===== src/rtl/rotor_ftob_pipe.sv =====
// -----------------------------------------------------------------------------
// rotor_ftob_pipe
//
// Forward (front-to-back) rotor path of the 64-symbol Enigma core.
// This block owns the rotor stepping odometer. Every accepted symbol steps the
// odometer first. The symbol then passes through rotor 0, rotor 1 and rotor 2
// in a three-stage valid/ready pipeline. Each result carries the rotor
// positions it was enciphered with, so the back-to-front path can reuse them.
//
// Ports
//   clk, rst_n        clock (rising edge), asynchronous active-low reset
//   load              load load_r0/1/2 into the odometer (blocks input)
//   load_r0..load_r2  initial rotor positions
//   in_valid/in_ready input handshake for data_in
//   data_in           plaintext symbol (post-plugboard)
//   out_valid/out_ready output handshake for data_out
//   data_out          symbol after rotor 2
//   r0/r1/r2_position rotor positions used for data_out, held with it
// -----------------------------------------------------------------------------
module rotor_ftob_pipe #(
    parameter int SYM_W  = 6,
    parameter int A0     = 5,
    parameter int B0     = 17,
    parameter int A1     = 11,
    parameter int B1     = 3,
    parameter int A2     = 29,
    parameter int B2     = 41,
    parameter int NOTCH0 = 16,
    parameter int NOTCH1 = 4
) (
    input  logic             clk,
    input  logic             rst_n,
    input  logic             load,
    input  logic [SYM_W-1:0] load_r0,
    input  logic [SYM_W-1:0] load_r1,
    input  logic [SYM_W-1:0] load_r2,
    input  logic             in_valid,
    output logic             in_ready,
    input  logic [SYM_W-1:0] data_in,
    output logic             out_valid,
    input  logic             out_ready,
    output logic [SYM_W-1:0] data_out,
    output logic [SYM_W-1:0] r0_position,
    output logic [SYM_W-1:0] r1_position,
    output logic [SYM_W-1:0] r2_position
);

    localparam int PW = 2 * SYM_W;

    // Rotor at position p: shift the input by p, apply the affine wiring
    // (a*x + b), then shift back by p. All arithmetic wraps at 2**SYM_W,
    // which the fixed-width truncation gives us for free.
    function automatic logic [SYM_W-1:0] rotor_map(
        input logic [SYM_W-1:0] x,
        input logic [SYM_W-1:0] p,
        input int               a,
        input int               b
    );
        logic [SYM_W-1:0] shifted;
        logic [PW-1:0]    prod;
        logic [SYM_W-1:0] wired;
        shifted = x + p;
        prod    = {{SYM_W{1'b0}}, shifted} * PW'(a);
        wired   = prod[SYM_W-1:0] + SYM_W'(b);
        return wired - p;
    endfunction

    // Odometer (current positions) and its stepped value
    logic [SYM_W-1:0] pos0, pos1, pos2;
    logic [SYM_W-1:0] next0, next1, next2;
    logic             carry1, carry2;

    // Pipeline stage registers
    logic             s1_valid, s2_valid, s3_valid;
    logic [SYM_W-1:0] s1_data, s2_data, s3_data;
    logic [SYM_W-1:0] s1_p0, s1_p1, s1_p2;
    logic [SYM_W-1:0] s2_p0, s2_p1, s2_p2;
    logic [SYM_W-1:0] s3_p0, s3_p1, s3_p2;

    logic adv;
    logic accept;

    // The whole pipeline moves as one; it only freezes when the output
    // holds a symbol that downstream is not taking.
    assign adv      = out_ready | ~s3_valid;
    assign in_ready = adv & ~load;
    assign accept   = in_valid & in_ready;

    // Stepping is decided from the positions before the step: rotor 1 moves
    // when rotor 0 leaves its notch, rotor 2 only when rotor 1 actually moves
    // and leaves its own notch. A plain wrap of rotor 0 is not a carry.
    always_comb begin
        carry1 = (pos0 == SYM_W'(NOTCH0));
        carry2 = carry1 & (pos1 == SYM_W'(NOTCH1));
        next0  = pos0 + SYM_W'(1);
        next1  = carry1 ? pos1 + SYM_W'(1) : pos1;
        next2  = carry2 ? pos2 + SYM_W'(1) : pos2;
    end

    // Odometer register: a load overrides everything; otherwise it steps once
    // per accepted symbol. load and accept never coincide since load blocks
    // in_ready.
    always_ff @(posedge clk or negedge rst_n) begin
        if (!rst_n) begin
            pos0 <= '0;
            pos1 <= '0;
            pos2 <= '0;
        end else if (load) begin
            pos0 <= load_r0;
            pos1 <= load_r1;
            pos2 <= load_r2;
        end else if (accept) begin
            pos0 <= next0;
            pos1 <= next1;
            pos2 <= next2;
        end
    end

    // Three pipeline stages. Stage 1 enciphers with the freshly stepped
    // rotor 0 position and snapshots all three stepped positions; later
    // stages use the positions carried alongside their symbol, so a load
    // never disturbs symbols already in flight. Empty slots shift through
    // with valid = 0.
    always_ff @(posedge clk or negedge rst_n) begin
        if (!rst_n) begin
            s1_valid <= 1'b0;
            s1_data  <= '0;
            s1_p0    <= '0;
            s1_p1    <= '0;
            s1_p2    <= '0;
            s2_valid <= 1'b0;
            s2_data  <= '0;
            s2_p0    <= '0;
            s2_p1    <= '0;
            s2_p2    <= '0;
            s3_valid <= 1'b0;
            s3_data  <= '0;
            s3_p0    <= '0;
            s3_p1    <= '0;
            s3_p2    <= '0;
        end else if (adv) begin
            s1_valid <= accept;
            s1_data  <= rotor_map(data_in, next0, A0, B0);
            s1_p0    <= next0;
            s1_p1    <= next1;
            s1_p2    <= next2;

            s2_valid <= s1_valid;
            s2_data  <= rotor_map(s1_data, s1_p1, A1, B1);
            s2_p0    <= s1_p0;
            s2_p1    <= s1_p1;
            s2_p2    <= s1_p2;

            s3_valid <= s2_valid;
            s3_data  <= rotor_map(s2_data, s2_p2, A2, B2);
            s3_p0    <= s2_p0;
            s3_p1    <= s2_p1;
            s3_p2    <= s2_p2;
        end
    end

    assign out_valid   = s3_valid;
    assign data_out    = s3_data;
    assign r0_position = s3_p0;
    assign r1_position = s3_p1;
    assign r2_position = s3_p2;

endmodule


===== config.mk =====
export PLATFORM = sky130hd
export DESIGN_NAME = rotor_ftob_pipe
export DESIGN_NICKNAME = d
export VERILOG_FILES = /design/src/rtl/rotor_ftob_pipe.sv
export SDC_FILE = /design/constraint.sdc
export NUM_CORES = 1
export LEC_CHECK = 0
export ABC_CLOCK_PERIOD_IN_PS = 4800
export BUFFER_PORTS_ARGS = -buffer_cell sky130_fd_sc_hd__buf_2
export CAP_MARGIN = 10
export CORE_MARGIN = 2
export CORE_UTILIZATION = 30
export CTS_CLUSTER_DIAMETER = 30
export DETAILED_ROUTE_END_ITERATION = 12
export GPL_TIMING_DRIVEN = 0
export SLEW_MARGIN = 0
export SYNTH_ARGS = -nofsm -noshare
export SYNTH_HDL_FRONTEND = slang
export SYNTH_SLANG_ARGS = --single-unit
export TNS_END_PERCENT = 10

===== constraint.sdc =====
create_clock -name clk -period 4.8 [get_ports clk]
set_clock_uncertainty 0.1 [all_clocks]
set_input_delay 0.72 -clock clk [delete_from_list [all_inputs] [get_ports clk]]
set_output_delay 0.72 -clock clk [all_outputs]
set_load 0.02 [all_outputs]

Word level (Yosys, flattened, before mapping) --
Index checks and enable logic that the tools add are counted.
Storage, ports and cells: register bits after elaboration 93, output and inout port bits 26, logic and storage cells 50
Operators by class: equality and inequality tests 2, reductions and logical operators 1, multiply operators 3, mux-type cells 8, $add $sub $neg 12, bitwise logic cells 6
Operator list (count):
- $mux W6 | 8
- $add A6 B1 Y6 const B | 3
- $add A6 B6 Y6 | 3
- $sub A6 B6 Y6 | 3
- $add A6 B2 Y6 const B | 1
- $add A6 B5 Y6 const B | 1
- $add A6 B6 Y6 const B | 1
- $eq A6 B3 Y1 const B | 1
- $eq A6 B5 Y1 const B | 1
- $mul A6 B3 Y6 const B | 1
- $mul A6 B4 Y6 const B | 1
- $mul A6 B5 Y6 const B | 1
- $and A1 B1 Y1 | 3
- $not A1 Y1 | 2
- $reduce_bool A2 Y1 | 1
- $or A1 B1 Y1 | 1

Depth between registers and ports, before layout --
word-level depth 6, gate-level depth with buffers 18

Least setup slack after synthesis --
OpenSTA, ideal clock, no wires.
kind register to register, start point reg s2_data[0], end point reg s3_data[5] (netlist: data_out[5]), buffers on the path 0, data arrival time 4176 ps, setup time 132 ps, stages on the path, launching flop included 15, slack 392 ps, required time 4568 ps, path through dfrtp_1 -> ha_1 -> fa_1 -> inv_1 -> fa_1 -> inv_1 -> fa_1 -> fa_1 -> ha_1 -> ha_1 -> a21oi_1 -> xnor3_1 -> xnor2_1 -> xnor2_1 -> o21ai_1
On the way: longest elaborated chain between the ends 4
Ends and longest elaborated chain:
- start: declaration | RTL line 75 | logic [SYM_W-1:0] s1_data, s2_data, s3_data;
- start signal: assignment | RTL line 149 | s2_data <= rotor_map(s1_data, s1_p1, A1, B1);
- $add A6 B6 Y6 | RTL line 62 | shifted = x + p;
- $mul A6 B5 Y6 | RTL line 63 | prod = {{SYM_W{1'b0}}, shifted} * PW'(a);
- $add A6 B6 Y6 | RTL line 64 | wired = prod[SYM_W-1:0] + SYM_W'(b);
- $sub A6 B6 Y6 | RTL line 65 | return wired - p;
- end signal: assignment | RTL line 155 | s3_data <= rotor_map(s2_data, s2_p2, A2, B2);
- end: declaration | RTL line 75
No other way between the ends. A chain may end at the register's enable or synchronous reset.

Worst setup path after layout --
Same ends and word-level chain as after synthesis.

==> flow_metrics.tcl <==
set metrics [dict create \
    syn2layout_area_growth_pct 15.9 \
    finalNetCount 755 \
    cts_tree "yes" \
    worstMarginPinSlew_ps 715 \
    yosys_warnings 0 \
    critical_path_arrival_ps 4690 \
    vias 4165 \
    cts.path.max_buffers 2 \
    ys_seq_area_share_pct 41.5 \
    final_max_slew_viol_count 0 \
    ys_ff_latch 93 \
    synth-compound-area-share_pct 10.9 \
    die_area_um2 19800 \
    vias_per_cell 4.66 \
    ant_nets 0 \
    synth_ff_type "dfrtp_1" \
    top_layer "met4" \
    setup_tns_ps 0 \
    overflow 0 \
    row_count 50 \
    wl_met1_um 6340 \
    num_antenna_cells 0 \
    cts.sinks 93 \
    start_util_pct 30.3 \
    ctsResizeCount 0 \
    hold_viol 0 \
    gp_congestion 0.813 \
    synth_edf_count 0 \
    hold_path.class "in -> async" \
    drv_cap 0 \
    cts_root_buffer "clkbuf_16" \
    wirelength_um 13100 \
    place_area_um2 6200 \
    hold_buffers 0 \
    pin_count 55 \
    synthMuxAreaShare_pct 0.736 \
    worstPathRequired_ps 4910 \
    period_minus_slack_ps 4590 \
    met3_length_um 563 \
    drc 0 \
    clk_pin_slew_worst_paths_ps 70 \
    grt_pass1_vias 4193 \
    fin_util_pct 35.1 \
    antenna_found_initial 0 \
    synth_cell_types 44 \
    crit_type "reg -> reg" \
    grt_pass1_wl_um 21800 \
    cp_max_fo 4 \
    rsz0062_at_grt "false" \
    yosys.area_share.xor_xnor_pct 9.01 \
    grt_max_degree 71 \
    slew_headroom_pct 52.3 \
    drive_gt1_share_pct 12.0 \
    period_share_pct 95.6 \
    io_buffer_count 54 \
    die_y_um 141 \
    synth.cell_area_um2 5610 \
    synth_fp_nets 689 \
    syn_inst 589 \
    clock_latency_ps 340 \
    synth_top_family_by_area "adder cells" \
    setup_ws_ps 212 \
    wl_met2_um 6060 \
    fmax_mhz 218 \
    dpl.hpwl_um 9980 \
    drt-pass1-iter-count 5 \
    synthAdderAreaFrac_pct 18.4 \
    avgSynthCellArea_um2 9.52 \
    status "completed" \
    first_iter_violations 197 \
    startpoint_type "flop" \
    cts_buffers 9 \
    htree_levels 3 \
    yosys.area_share.simple_pct 14.0 \
    cts_setup_buffers 0 \
    async_reset_ff_share_pct 100 \
    cp-end-kind "flop" \
    wl_per_cell_um 14.6 \
    track_usage_pct 13.9 \
    finalSetupViolCount 0 \
    core_area_um2 18500 \
    dp_slack_ps 80.2 \
    dieWidth_um 141 \
    final_area_um2 6500 \
    r2r_setup_slack_ps 210 \
]
-- path summary, 6_finish.rpt --
check / from / endpoint / cells past startpoint
max: s2_data[0]$_DFFE_PN0N_ / data_out[5]$_DFFE_PN0N_ / 14
min: rst_n / data_out[3]$_DFFE_PN0N_ / 1
max reg2reg: s2_data[0]$_DFFE_PN0N_ / data_out[5]$_DFFE_PN0N_ / 14
min reg2reg: r1_position[3]$_DFFE_PN0N_ / r1_position[3]$_DFFE_PN0N_ / 2
max in group asynchronous: rst_n / pos0[0]$_DFFE_PN0P_ / 2
min in group clk: r1_position[3]$_DFFE_PN0N_ / r1_position[3]$_DFFE_PN0N_ / 2
-- cell usage after synthesis (2+ instances only) --
library cell / count / share of area, %
nor3b_1: 3 / 0.40
a21o_1: 8 / 1.1
o311ai_1: 2 / 0.31
xor2_1: 15 / 2.3
ha_1: 52 / 12
inv_1: 53 / 3.5
dfrtp_1: 93 / 41
a22oi_1: 2 / 0.27
buf_1: 3 / 0.20
nand3_1: 7 / 0.62
nor2_1: 22 / 1.5
nand2_1: 142 / 9.5
xnor3_1: 3 / 1.2
a21oi_1: 25 / 2.2
fa_1: 19 / 6.8
a31oi_1: 2 / 0.22
xnor2_1: 35 / 5.5
nand2b_1: 2 / 0.22
mux2i_1: 3 / 0.54
a221o_1: 9 / 1.6
clkbuf_1: 19 / 1.3
and3_1: 2 / 0.22
o21ai_1: 12 / 1.1
o21bai_1: 2 / 0.27
o21ai_0: 35 / 3.1
-- area by class of cell --
class	count	area [µm²]
clock inverters	6	63.8
flip-flops and latches	93	2330
fillers	1949	12000
repair buffers	55	300
multi-input cells	418	2990
clock buffers	9	225
plain buffers	25	106
inverters	53	199
well taps	234	293
-- placed cells by master, fill, tap and decap left out, types with 3 or more instances in the layout --
| cell | netlist | layout |
|---|---|---|
| a221o_1 | 9 | 9 |
| nand3_1 | 7 | 7 |
| xnor2_1 | 35 | 34 |
| clkbuf_1 | 19 | 19 |
| a21oi_1 | 25 | 25 |
| buf_2 | 1 | 54 |
| ha_1 | 52 | 52 |
| nor3b_1 | 3 | 3 |
| clkbuf_16 | 0 | 9 |
| o21ai_1 | 12 | 12 |
| nor2_1 | 22 | 22 |
| buf_1 | 3 | 3 |
| xnor3_1 | 3 | 3 |
| a21o_1 | 8 | 8 |
| nand2_1 | 142 | 142 |
| o21ai_0 | 35 | 35 |
| fa_1 | 19 | 18 |
| inv_1 | 53 | 53 |
| mux2i_1 | 3 | 3 |
| dfrtp_1 | 93 | 92 |
| xor2_1 | 15 | 15 |
-- cell families (layout without fill, tap and decap cells) --
kind of cell	count (synthesis)	in the layout
xor+xnor	53	53
flops	93	93
mux	4	4
buf+inv	78	148
fa+ha+maj	71	71
compound gates	102	102
simple gates	188	188
-- per-stage QoR --
stage | hold WS, ps | std cells
global route | 201 | 893
detailed placement | 352 | 878
floorplan | 324 | 589
finish | 172 | 893
global placement | 348 | 877
CTS | 180 | 893
-- worst max-delay path: stages (launching register included) --
cell,delay (ps)
dfrtp_1,400
ha_1,230
fa_2,590
inv_1,60
fa_1,470
inv_1,50
fa_1,490
fa_1,500
ha_1,230
xnor2_1,180
xnor3_1,370
xnor3_1,370
xnor2_1,180
xnor2_1,140
o21ai_1,90
-- metal layers --
layer / track usage, % / up-vias
li1: - / 2069
met1: 19.4 / 2008
met2: 22.5 / 79
met3: 2.89 / 9
met4: 2.68 / 0
met5: 0 / -
Power is left out: the tool's default activity adds up to more than one toggle a clock period on the data nets, which glitch-free logic cannot reach.
